`src/rtl/sram_arbiter_if.sv`:
```
// sram_arbiter_if: requester handshakes and SRAM pad bundle for sram_arbiter.
interface sram_arbiter_if;
   logic        ppu_req;
   logic [18:0] ppu_addr;
   logic        ppu_ack;
   logic [7:0]  ppu_q;
   logic        cpu_req;
   logic        cpu_we;
   logic [18:0] cpu_addr;
   logic [7:0]  cpu_d;
   logic        cpu_ack;
   logic [7:0]  cpu_q;
   logic        ld_req;
   logic [17:0] ld_addr;
   logic [15:0] ld_d;
   logic        ld_ack;
   logic [17:0] ADR;
   logic [15:0] DAT_o;
   logic [15:0] DAT_i;
   logic        DAT_oe;
   logic        RAMOE;
   logic        RAMWE;
   logic        RAMCS;
   logic        busy;
   modport slave (
      input  ppu_req, ppu_addr, cpu_req, cpu_we, cpu_addr, cpu_d, ld_req, ld_addr, ld_d, DAT_i,
      output ppu_ack, ppu_q, cpu_ack, cpu_q, ld_ack, ADR, DAT_o, DAT_oe, RAMOE, RAMWE, RAMCS, busy
   );
   modport master (
      output ppu_req, ppu_addr, cpu_req, cpu_we, cpu_addr, cpu_d, ld_req, ld_addr, ld_d, DAT_i,
      input  ppu_ack, ppu_q, cpu_ack, cpu_q, ld_ack, ADR, DAT_o, DAT_oe, RAMOE, RAMWE, RAMCS, busy
   );
endinterface

```
`src/rtl/sram_arbiter.sv`:
```
// sram_arbiter: shares one async 16-bit SRAM between PPU reads, CPU byte read/write and loader word writes.
// Define SRAM_ARB_RR_EN to put CPU and loader in round-robin below the PPU.
module sram_arbiter #(
   parameter int RD_WAIT   = 2,
   parameter int WE_CYCLES = 2
) (
   input logic clock,
   input logic reset,
   sram_arbiter_if.slave bus
);
   typedef enum logic [2:0] {IDLE, RD, WR_SETUP, WR_PULSE, WR_HOLD} state_t;
   typedef enum logic [1:0] {OWN_PPU, OWN_CPU_RD, OWN_CPU_WR, OWN_LD} own_t;
   state_t state, nxt;
   own_t own;
   logic [2:0] cnt;
   logic lane, ack_d, quiet, last, gnt_ppu, gnt_cpu, gnt_ld;
`ifdef SRAM_ARB_RR_EN
   logic rr;
`endif
   // No grant while an ack is up or was up last cycle, so a requester still holding req is never served twice
   assign quiet = !(bus.ppu_ack || bus.cpu_ack || bus.ld_ack || ack_d);
   assign gnt_ppu = quiet && bus.ppu_req;
`ifdef SRAM_ARB_RR_EN
   assign gnt_cpu = quiet && !bus.ppu_req && bus.cpu_req && !(bus.ld_req && rr);
`else
   assign gnt_cpu = quiet && !bus.ppu_req && bus.cpu_req;
`endif
   assign gnt_ld = quiet && !bus.ppu_req && bus.ld_req && !gnt_cpu;
   assign last = (state == RD) ? cnt == 3'(RD_WAIT - 1) : cnt == 3'(WE_CYCLES - 1);
   always_ff @(posedge clock or posedge reset)
      if (reset) state <= IDLE;
      else state <= nxt;
   always_comb begin
      nxt = state;
      case (state)
         IDLE:     nxt = (gnt_ppu || gnt_cpu) ? RD : gnt_ld ? WR_SETUP : IDLE;
         RD:       nxt = !last ? RD : (own == OWN_CPU_WR) ? WR_SETUP : IDLE;
         WR_SETUP: nxt = WR_PULSE;
         WR_PULSE: nxt = last ? WR_HOLD : WR_PULSE;
         default:  nxt = IDLE;
      endcase
   end
   // Strobes are registered from the next state so every pad change lines up with the state change
   always_ff @(posedge clock or posedge reset)
      if (reset) begin
         own         <= OWN_PPU;
         cnt         <= '0;
         lane        <= 1'b0;
         ack_d       <= 1'b0;
         bus.ppu_ack <= 1'b0;
         bus.cpu_ack <= 1'b0;
         bus.ld_ack  <= 1'b0;
         bus.ppu_q   <= '0;
         bus.cpu_q   <= '0;
         bus.ADR     <= '0;
         bus.DAT_o   <= '0;
         bus.DAT_oe  <= 1'b0;
         bus.RAMOE   <= 1'b1;
         bus.RAMWE   <= 1'b1;
         bus.RAMCS   <= 1'b1;
         bus.busy    <= 1'b0;
`ifdef SRAM_ARB_RR_EN
         rr          <= 1'b0;
`endif
      end else begin
         ack_d       <= bus.ppu_ack || bus.cpu_ack || bus.ld_ack;
         bus.ppu_ack <= 1'b0;
         bus.cpu_ack <= 1'b0;
         bus.ld_ack  <= 1'b0;
         cnt         <= (state == nxt) ? cnt + 3'd1 : 3'd0;
         bus.RAMCS   <= nxt == IDLE;
         bus.RAMOE   <= nxt != RD;
         bus.RAMWE   <= nxt != WR_PULSE;
         bus.DAT_oe  <= nxt == WR_SETUP || nxt == WR_PULSE || nxt == WR_HOLD;
         bus.busy    <= nxt != IDLE;
         if (state == IDLE && nxt != IDLE) begin
            own     <= gnt_ppu ? OWN_PPU : gnt_cpu ? (bus.cpu_we ? OWN_CPU_WR : OWN_CPU_RD) : OWN_LD;
            bus.ADR <= gnt_ppu ? bus.ppu_addr[18:1] : gnt_cpu ? bus.cpu_addr[18:1] : bus.ld_addr;
            lane    <= gnt_ppu ? bus.ppu_addr[0] : bus.cpu_addr[0];
            if (gnt_ld) bus.DAT_o <= bus.ld_d;
`ifdef SRAM_ARB_RR_EN
            if (gnt_cpu || gnt_ld) rr <= gnt_cpu;
`endif
         end
         if (state == RD && last) begin
            if (own == OWN_PPU) begin
               bus.ppu_ack <= 1'b1;
               bus.ppu_q   <= lane ? bus.DAT_i[15:8] : bus.DAT_i[7:0];
            end
            if (own == OWN_CPU_RD) begin
               bus.cpu_ack <= 1'b1;
               bus.cpu_q   <= lane ? bus.DAT_i[15:8] : bus.DAT_i[7:0];
            end
            if (own == OWN_CPU_WR)
               bus.DAT_o <= lane ? {bus.cpu_d, bus.DAT_i[7:0]} : {bus.DAT_i[15:8], bus.cpu_d};
         end
         if (state == WR_PULSE && last) begin
            bus.ld_ack  <= own == OWN_LD;
            bus.cpu_ack <= own == OWN_CPU_WR;
         end
      end
endmodule

```
`src/flat_wrapper.sv`:
```
// flat-port wrapper written by rule: the top's interface ports become plain ports
module sram_arbiter_flat 
#(
   parameter int RD_WAIT   = 2,
   parameter int WE_CYCLES = 2
)
  (clock, reset, bus_ppu_req, bus_ppu_addr, bus_cpu_req, bus_cpu_we, bus_cpu_addr, bus_cpu_d, bus_ld_req, bus_ld_addr, bus_ld_d, bus_DAT_i, bus_ppu_ack, bus_ppu_q, bus_cpu_ack, bus_cpu_q, bus_ld_ack, bus_ADR, bus_DAT_o, bus_DAT_oe, bus_RAMOE, bus_RAMWE, bus_RAMCS, bus_busy);
  sram_arbiter_if bus_i ();
  input logic clock;
  input logic reset;
  input wire logic [$bits(bus_i.ppu_req)-1:0] bus_ppu_req;
  input wire logic [$bits(bus_i.ppu_addr)-1:0] bus_ppu_addr;
  input wire logic [$bits(bus_i.cpu_req)-1:0] bus_cpu_req;
  input wire logic [$bits(bus_i.cpu_we)-1:0] bus_cpu_we;
  input wire logic [$bits(bus_i.cpu_addr)-1:0] bus_cpu_addr;
  input wire logic [$bits(bus_i.cpu_d)-1:0] bus_cpu_d;
  input wire logic [$bits(bus_i.ld_req)-1:0] bus_ld_req;
  input wire logic [$bits(bus_i.ld_addr)-1:0] bus_ld_addr;
  input wire logic [$bits(bus_i.ld_d)-1:0] bus_ld_d;
  input wire logic [$bits(bus_i.DAT_i)-1:0] bus_DAT_i;
  output wire logic [$bits(bus_i.ppu_ack)-1:0] bus_ppu_ack;
  output wire logic [$bits(bus_i.ppu_q)-1:0] bus_ppu_q;
  output wire logic [$bits(bus_i.cpu_ack)-1:0] bus_cpu_ack;
  output wire logic [$bits(bus_i.cpu_q)-1:0] bus_cpu_q;
  output wire logic [$bits(bus_i.ld_ack)-1:0] bus_ld_ack;
  output wire logic [$bits(bus_i.ADR)-1:0] bus_ADR;
  output wire logic [$bits(bus_i.DAT_o)-1:0] bus_DAT_o;
  output wire logic [$bits(bus_i.DAT_oe)-1:0] bus_DAT_oe;
  output wire logic [$bits(bus_i.RAMOE)-1:0] bus_RAMOE;
  output wire logic [$bits(bus_i.RAMWE)-1:0] bus_RAMWE;
  output wire logic [$bits(bus_i.RAMCS)-1:0] bus_RAMCS;
  output wire logic [$bits(bus_i.busy)-1:0] bus_busy;
  assign bus_i.ppu_req = bus_ppu_req;
  assign bus_i.ppu_addr = bus_ppu_addr;
  assign bus_i.cpu_req = bus_cpu_req;
  assign bus_i.cpu_we = bus_cpu_we;
  assign bus_i.cpu_addr = bus_cpu_addr;
  assign bus_i.cpu_d = bus_cpu_d;
  assign bus_i.ld_req = bus_ld_req;
  assign bus_i.ld_addr = bus_ld_addr;
  assign bus_i.ld_d = bus_ld_d;
  assign bus_i.DAT_i = bus_DAT_i;
  assign bus_ppu_ack = bus_i.ppu_ack;
  assign bus_ppu_q = bus_i.ppu_q;
  assign bus_cpu_ack = bus_i.cpu_ack;
  assign bus_cpu_q = bus_i.cpu_q;
  assign bus_ld_ack = bus_i.ld_ack;
  assign bus_ADR = bus_i.ADR;
  assign bus_DAT_o = bus_i.DAT_o;
  assign bus_DAT_oe = bus_i.DAT_oe;
  assign bus_RAMOE = bus_i.RAMOE;
  assign bus_RAMWE = bus_i.RAMWE;
  assign bus_RAMCS = bus_i.RAMCS;
  assign bus_busy = bus_i.busy;
  sram_arbiter #(.RD_WAIT(RD_WAIT), .WE_CYCLES(WE_CYCLES)) u_core (.clock(clock), .reset(reset), .bus(bus_i));
endmodule
```
`config.mk`:
```
export PLATFORM = sky130hd
export DESIGN_NAME = sram_arbiter_flat
export DESIGN_NICKNAME = d
export VERILOG_FILES = /design/src/rtl/sram_arbiter_if.sv /design/src/rtl/sram_arbiter.sv /design/src/flat_wrapper.sv
export SDC_FILE = /design/constraint.sdc
export NUM_CORES = 1
export LEC_CHECK = 0
export CORE_ASPECT_RATIO = 0.5
export CORE_MARGIN = 2
export CORE_UTILIZATION = 23
export CTS_BUF_LIST = sky130_fd_sc_hd__clkbuf_2
export CTS_CLUSTER_SIZE = 10
export DETAILED_ROUTE_END_ITERATION = 6
export PLACE_DENSITY = 0.49
export SLEW_MARGIN = 10
export SYNTH_ARGS = -nofsm -noshare
export SYNTH_HDL_FRONTEND = slang
export SYNTH_SLANG_ARGS = --single-unit
```
`constraint.sdc`:
```
create_clock -name clock -period 2.49 [get_ports clock]
set_clock_uncertainty 0.15 [all_clocks]
set_input_delay 0.3735 -clock clock [delete_from_list [all_inputs] [get_ports clock]]
set_output_delay 0.3735 -clock clock [all_outputs]
set_load 0.05 [all_outputs]
```
# ---- Word level (Yosys, flattened, before mapping)
# Index checks and enable logic that the tools add are counted.
dict set report word_totals {
  romBits 0
  ram_bits 0
  latch_bits 0
  output_inout_bits 58
  reg_bits 68
  mem_count 0
  inputBits 102
  word_cells 79
}
dict set report classes {
  multipliers 0
  muxes 25
  n_div 0
  n_eq_ne 13
  add_sub_neg 1
  n_bitwise 0
  magnitude_cmp 0
  shifts 0
  reduce_logical 23
}
# op n
set ops {}
lappend ops {{$mux 16} 5}
lappend ops {{$mux 18} 2}
lappend ops {{$eq 3x2->1 const B} 4}
lappend ops {{$mux 3} 4}
lappend ops {{$pmux 3 s4} 1}
lappend ops {{$mux 2} 5}
lappend ops {{$logic_and 1x1->1} 8}
lappend ops {{$mux 8} 1}
lappend ops {{$mux 1} 7}
lappend ops {{$eq 3x1->1 const B} 2}
lappend ops {{$logic_not 3->1} 2}
lappend ops {{$logic_or 1x1->1} 6}
lappend ops {{$eq 2x2->1 const B} 2}
lappend ops {{$reduce_and 2->1} 2}
lappend ops {{$add 3x1->3 const B} 1}
lappend ops {{$eq 3x3->1} 1}
lappend ops {{$eq 3x3->1 const B} 1}
lappend ops {{$logic_not 1->1} 3}
lappend ops {{$ne 3x1->1 const B} 1}
lappend ops {{$ne 3x2->1 const B} 1}
lappend ops {{$reduce_bool 3->1} 1}
lappend ops {{$eq 2x1->1 const B} 1}
lappend ops {{$logic_not 2->1} 1}

# ---- Depth between registers and ports, before layout
dict set report depth {
  depth_word 16
  depth_mapped 8
  depth_no_buf 6
}

# ---- Least setup slack after synthesis
# No wires, ideal clock.
dict set report synth_timing {
  path_kind {register to register}
  startpoint {register u_core.bus.cpu_ack}
  endpoint {register u_core.bus.ADR[0]}
  t_required_ns 2.245
  n_path_buf 1
  stages_incl_launch_ff 6
  synth_period_minus_slack_ns 2.261
  t_arrival_ns 2.015
  setup_time_ns 0.095
  slack_ns 0.229
  cell_sequence {dfrtp_1 or4_4 o32a_1 or2_4 buf_6 o31ai_1}
}
dict set report synth_between {
  elab_chain_len 13
  word_cells_on_any_way 18
  classes_between {5 x mux; 13 x reduce/logical}
}
# item line
set synth_rtl {}
lappend synth_rtl {{start: declaration} sram_arbiter_if.sv:27} ;# output ppu_ack, ppu_q, cpu_ack, cpu_q, ld_ack, ADR, DAT_o, DAT_oe, RAMOE, RAMWE, RAMCS, busy
lappend synth_rtl {{start signal: assignment} sram_arbiter.sv:51} ;# bus.cpu_ack <= 1'b0;
lappend synth_rtl {{start signal: assignment} sram_arbiter.sv:68} ;# bus.cpu_ack <= 1'b0;
lappend synth_rtl {{start signal: assignment} sram_arbiter.sv:91} ;# bus.cpu_ack <= 1'b1;
lappend synth_rtl {{$logic_or 1x1->1 (*) (3 in a row)} sram_arbiter.sv:21} ;# assign quiet = !(bus.ppu_ack || bus.cpu_ack || bus.ld_ack || ack_d);
lappend synth_rtl {{$logic_not 1->1 (*)} sram_arbiter.sv:21}
lappend synth_rtl {{$logic_and 1x1->1} {sram_arbiter.sv:26, sram_arbiter.sv:28}}
lappend synth_rtl {{$logic_and 1x1->1} sram_arbiter.sv:26} ;# assign gnt_cpu = quiet && !bus.ppu_req && bus.cpu_req;
lappend synth_rtl {{$logic_not 1->1} sram_arbiter.sv:28} ;# assign gnt_ld = quiet && !bus.ppu_req && bus.ld_req && !gnt_cpu;
lappend synth_rtl {{$logic_and 1x1->1} sram_arbiter.sv:28}
lappend synth_rtl {{$mux 2} sram_arbiter.sv:36} ;# IDLE: nxt = (gnt_ppu || gnt_cpu) ? RD : gnt_ld ? WR_SETUP : IDLE;
lappend synth_rtl {{$mux 3} sram_arbiter.sv:36}
lappend synth_rtl {{$pmux 3 s4} sram_arbiter.sv:35} ;# case (state)
lappend synth_rtl {{$reduce_bool 3->1} sram_arbiter.sv:76} ;# if (state == IDLE && nxt != IDLE) begin
lappend synth_rtl {{$logic_and 1x1->1} sram_arbiter.sv:76}
lappend synth_rtl {{end signal: assignment} sram_arbiter.sv:78} ;# bus.ADR <= gnt_ppu ? bus.ppu_addr[18:1] : gnt_cpu ? bus.cpu_addr[18:1] : bus.ld_addr;
lappend synth_rtl {{end: declaration} sram_arbiter_if.sv:27}
# Mark *: on every way between the ends. The rest lies on a longest branch, timed or not.
# A chain may end at the register's enable or synchronous reset.

# ---- Worst setup path in the final report
dict set report layout_timing {
  startpoint {register u_core.bus.RAMOE}
  endpoint {output bus_RAMOE}
}
# item line
set layout_lines {}
lappend layout_lines {{start: declaration} sram_arbiter_if.sv:27}
lappend layout_lines {{start signal: assignment} sram_arbiter.sv:58} ;# bus.RAMOE <= 1'b1;
lappend layout_lines {{start signal: assignment} sram_arbiter.sv:72} ;# bus.RAMOE <= nxt != RD;
lappend layout_lines {{end: declaration} flat_wrapper.sv:29} ;# output wire logic [$bits(bus_i.RAMOE)-1:0] bus_RAMOE;
# No word-level cell between the ends.

==> impl_metrics.json <==
{
  "yosysMostFrequentCell": "dfrtp_1",
  "crit_fanout": 1,
  "wl_um": 10800,
  "synthesis.nets": 395,
  "clock-sinks": 68,
  "die_width_um": 176,
  "r2r_end": "u_core.bus.ADR[11]",
  "die_h_um": 90,
  "start_kind": "flop",
  "ant_nets": 0,
  "cts_resized": 0,
  "tns_ns": 0,
  "hp-class": "in2async",
  "wl_per_cell_um": 16.4,
  "r2r_cells": 4,
  "start_util_pct": 23.5,
  "final_nets": 560,
  "critical_path.top_delay_family": "buffers and inverters",
  "grt_overflow": 0,
  "cap_violations": 0,
  "cts_setup_buffers": 0,
  "hold_violations": 0,
  "die-area_um2": 15800,
  "power.internal_uw": 3510,
  "combPwrFrac_pct": 65.4,
  "ios": 160,
  "powerDensity_nw_per_um2": 1340,
  "period_needed_ns": 2.35,
  "pwr-share-clk_pct": 7.6,
  "tritoncts": "built",
  "slowest_delay_ns": 0.80,
  "netlist_instances": 291,
  "hpwl_um": 7910,
  "gp_congestion": 0.710,
  "p_leak_uw": 0.00234,
  "synth_commonest_cells": "65 x dfrtp_1, 49 x mux2i_1, 24 x mux2_2, 24 x o21ai_0, 23 x nor2_1",
  "grt_pass1_vias": 3135,
  "n_antenna_cell": 0,
  "reg2reg_slack_ns": 0.34,
  "critical_path.endpoint_type": "primary output",
  "fp-row-count": 31,
  "core_um2": 14500,
  "first_pass_iters": 4,
  "antenna_found_initial": 0,
  "yosysSeqAreaShare_pct": 50.1,
  "syn_to_final_growth_pct": 57.0,
  "final_layout_size_suffix_gt1_share_pct": 14.3,
  "fin_cells": 659,
  "ys_ff_latch": 68,
  "cts-buffers-inserted": 9,
  "critPathArrivalTime_ns": 1.83,
  "yosysUniqueCellTypes": 40,
  "fmax_mhz": 425,
  "cp_num_buf_inv": 1,
  "port_buffers": 159,
  "clk_latency_ns": 0.52,
  "switching_share_pct": 50.8,
  "relSlewSlack_pct": 62.7,
  "crit_required_ns": 1.97,
  "syn_area_um2": 3400,
  "cts_root_buffer": "clkbuf_2",
  "synth-main-ff-cell": "dfrtp_1",
  "vias_per_cell": 4.47,
  "rsz0062_at_grt": "no",
  "power.switching_uw": 3630,
  "yosys.area.top_type_share_pct": 47.8,
  "worstMarginPinSlew_ns": 0.559,
  "r2r-start": "u_core.bus.cpu_ack",
  "avgSynthCellArea_um2": 11.7,
  "yosys.area.top_type": "dfrtp_1",
  "synth_edf_count": 0,
  "grt_max_degree": 27,
  "seqPwrFrac_pct": 27.1,
  "drv_slew": 0,
  "worstSetupPathType": "reg2out",
  "grt_usage_pct": 14.0,
  "synth_area_leaders": "dfrtp_1 48%, mux2i_1 14%, mux2_2 7.9%",
  "yosysWarnings": 0,
  "worstPathCellList": "clkdlybuf4s50_1",
  "drt_iter0_drc": 122,
  "peakVddDrop_uv": 354,
  "postSynth.asyncResetShare_pct": 100,
  "cts.reportedPaths.clkPinSlew_ns": 0.21,
  "route.detailed.drc": 0,
  "finalSetupViolations": 0,
  "finalCritPeriodShare_pct": 94.5,
  "status": "finished, final reports clean",
  "vias": 2945,
  "grt_pass1_wl_um": 17200,
  "htreeDepth": 3,
  "clockBufferDepth": 2,
  "cp_slowest_cell": "clkdlybuf4s50_1",
  "place_inst": 643,
  "cts_hold_buf": 0
}
==> registers in the layout, indices dropped and copies added, names as in the netlist, 2 cells and up <==
signal and count:
u_core.bus.ADR 18, u_core.bus.DAT_o 16, u_core.bus.cpu_q 8, u_core.bus.ppu_q 8
u_core.cnt 3, u_core.state 3, u_core.own 2
==> final cells by class <==
cell class	instances	area, um^2
fillers	1461	9130
clock buffers	13	65.1
flip-flops and latches	68	1710
clock inverters	3	16.3
inverters	5	18.8
well taps	198	248
repair buffers	173	1710
multi-input cells	199	1580
==> worst max-delay path by stage <==
stage,startpoint,end,slack (ns),cells past startpoint
global route,u_core.bus.cpu_ack,bus_cpu_ack,0.02,1
finish,u_core.bus.RAMOE,bus_RAMOE,0.14,1
detailed placement,bus_ppu_req,u_core.bus.DAT_o[9],0.34,6
floorplan,u_core.bus.cpu_ack,u_core.bus.ADR[0],0.23,5
global placement,bus_ppu_req,u_core.bus.DAT_o[3],0.37,6
CTS,u_core.bus.RAMOE,bus_RAMOE,0.07,1
==> logic make-up (layout without fill, tap and decap cells) <==
kind of cell    after synthesis  count (layout)  synth area share, %
fa+ha+maj                     2               2                0.735
mux                          73              73                 22.4
xor+xnor                      1               1                0.257
compound gates               70              70                 14.2
simple gates                 53              53                 8.86
buf+inv                      24             194                 3.42
flops                        68              68                 50.1
==> power by group through the flow <==
stage | clock, uW | combinational [uW] | sequential [uW]
6_report | 539 | 4670 | 1930
5_1_grt | 619 | 4960 | 2010
4_1_cts | 577 | 4720 | 1950
3_5_place_dp | 0 | 4710 | 1970
3_3_place_gp | 0 | 4700 | 1960
2_1_floorplan | 0 | 1560 | 3520
==> cell usage in the layout, fill, tap and decap left out, types with 5 or more instances in the layout <==
master / count
a221oi_1: 18
buf_4: 13
clkbuf_2: 13
clkdlybuf4s50_1: 159
dfrtp_1: 65
mux2_2: 24
mux2i_1: 49
nand2_1: 5
nor2_1: 23
o21ai_0: 24
o31ai_1: 18
==> per-stage QoR <==
step           hold slack (ns)  worst slack [ns]  util [%]  power [uW]  area (um^2)
5_1_grt                 0.0446            0.0201      36.9        7590         5340
3_3_place_gp             0.323             0.368      36.4        6660         5260
6_report                0.0406             0.137      36.9        7140         5340
2_1_floorplan            0.300             0.229         -        5080         3400
3_5_place_dp             0.330             0.338      36.4        6680         5260
4_1_cts                0.00306            0.0658      36.9        7250         5340
==> routing by layer <==
layer / wire, um / track usage (%)
met3: 572 / 4.19
met2: 5220 / 23.3
met1: 4810 / 17.6
met4: 175 / 4.06
met5: 0 / 0
(Power assumes the default switching activity.)
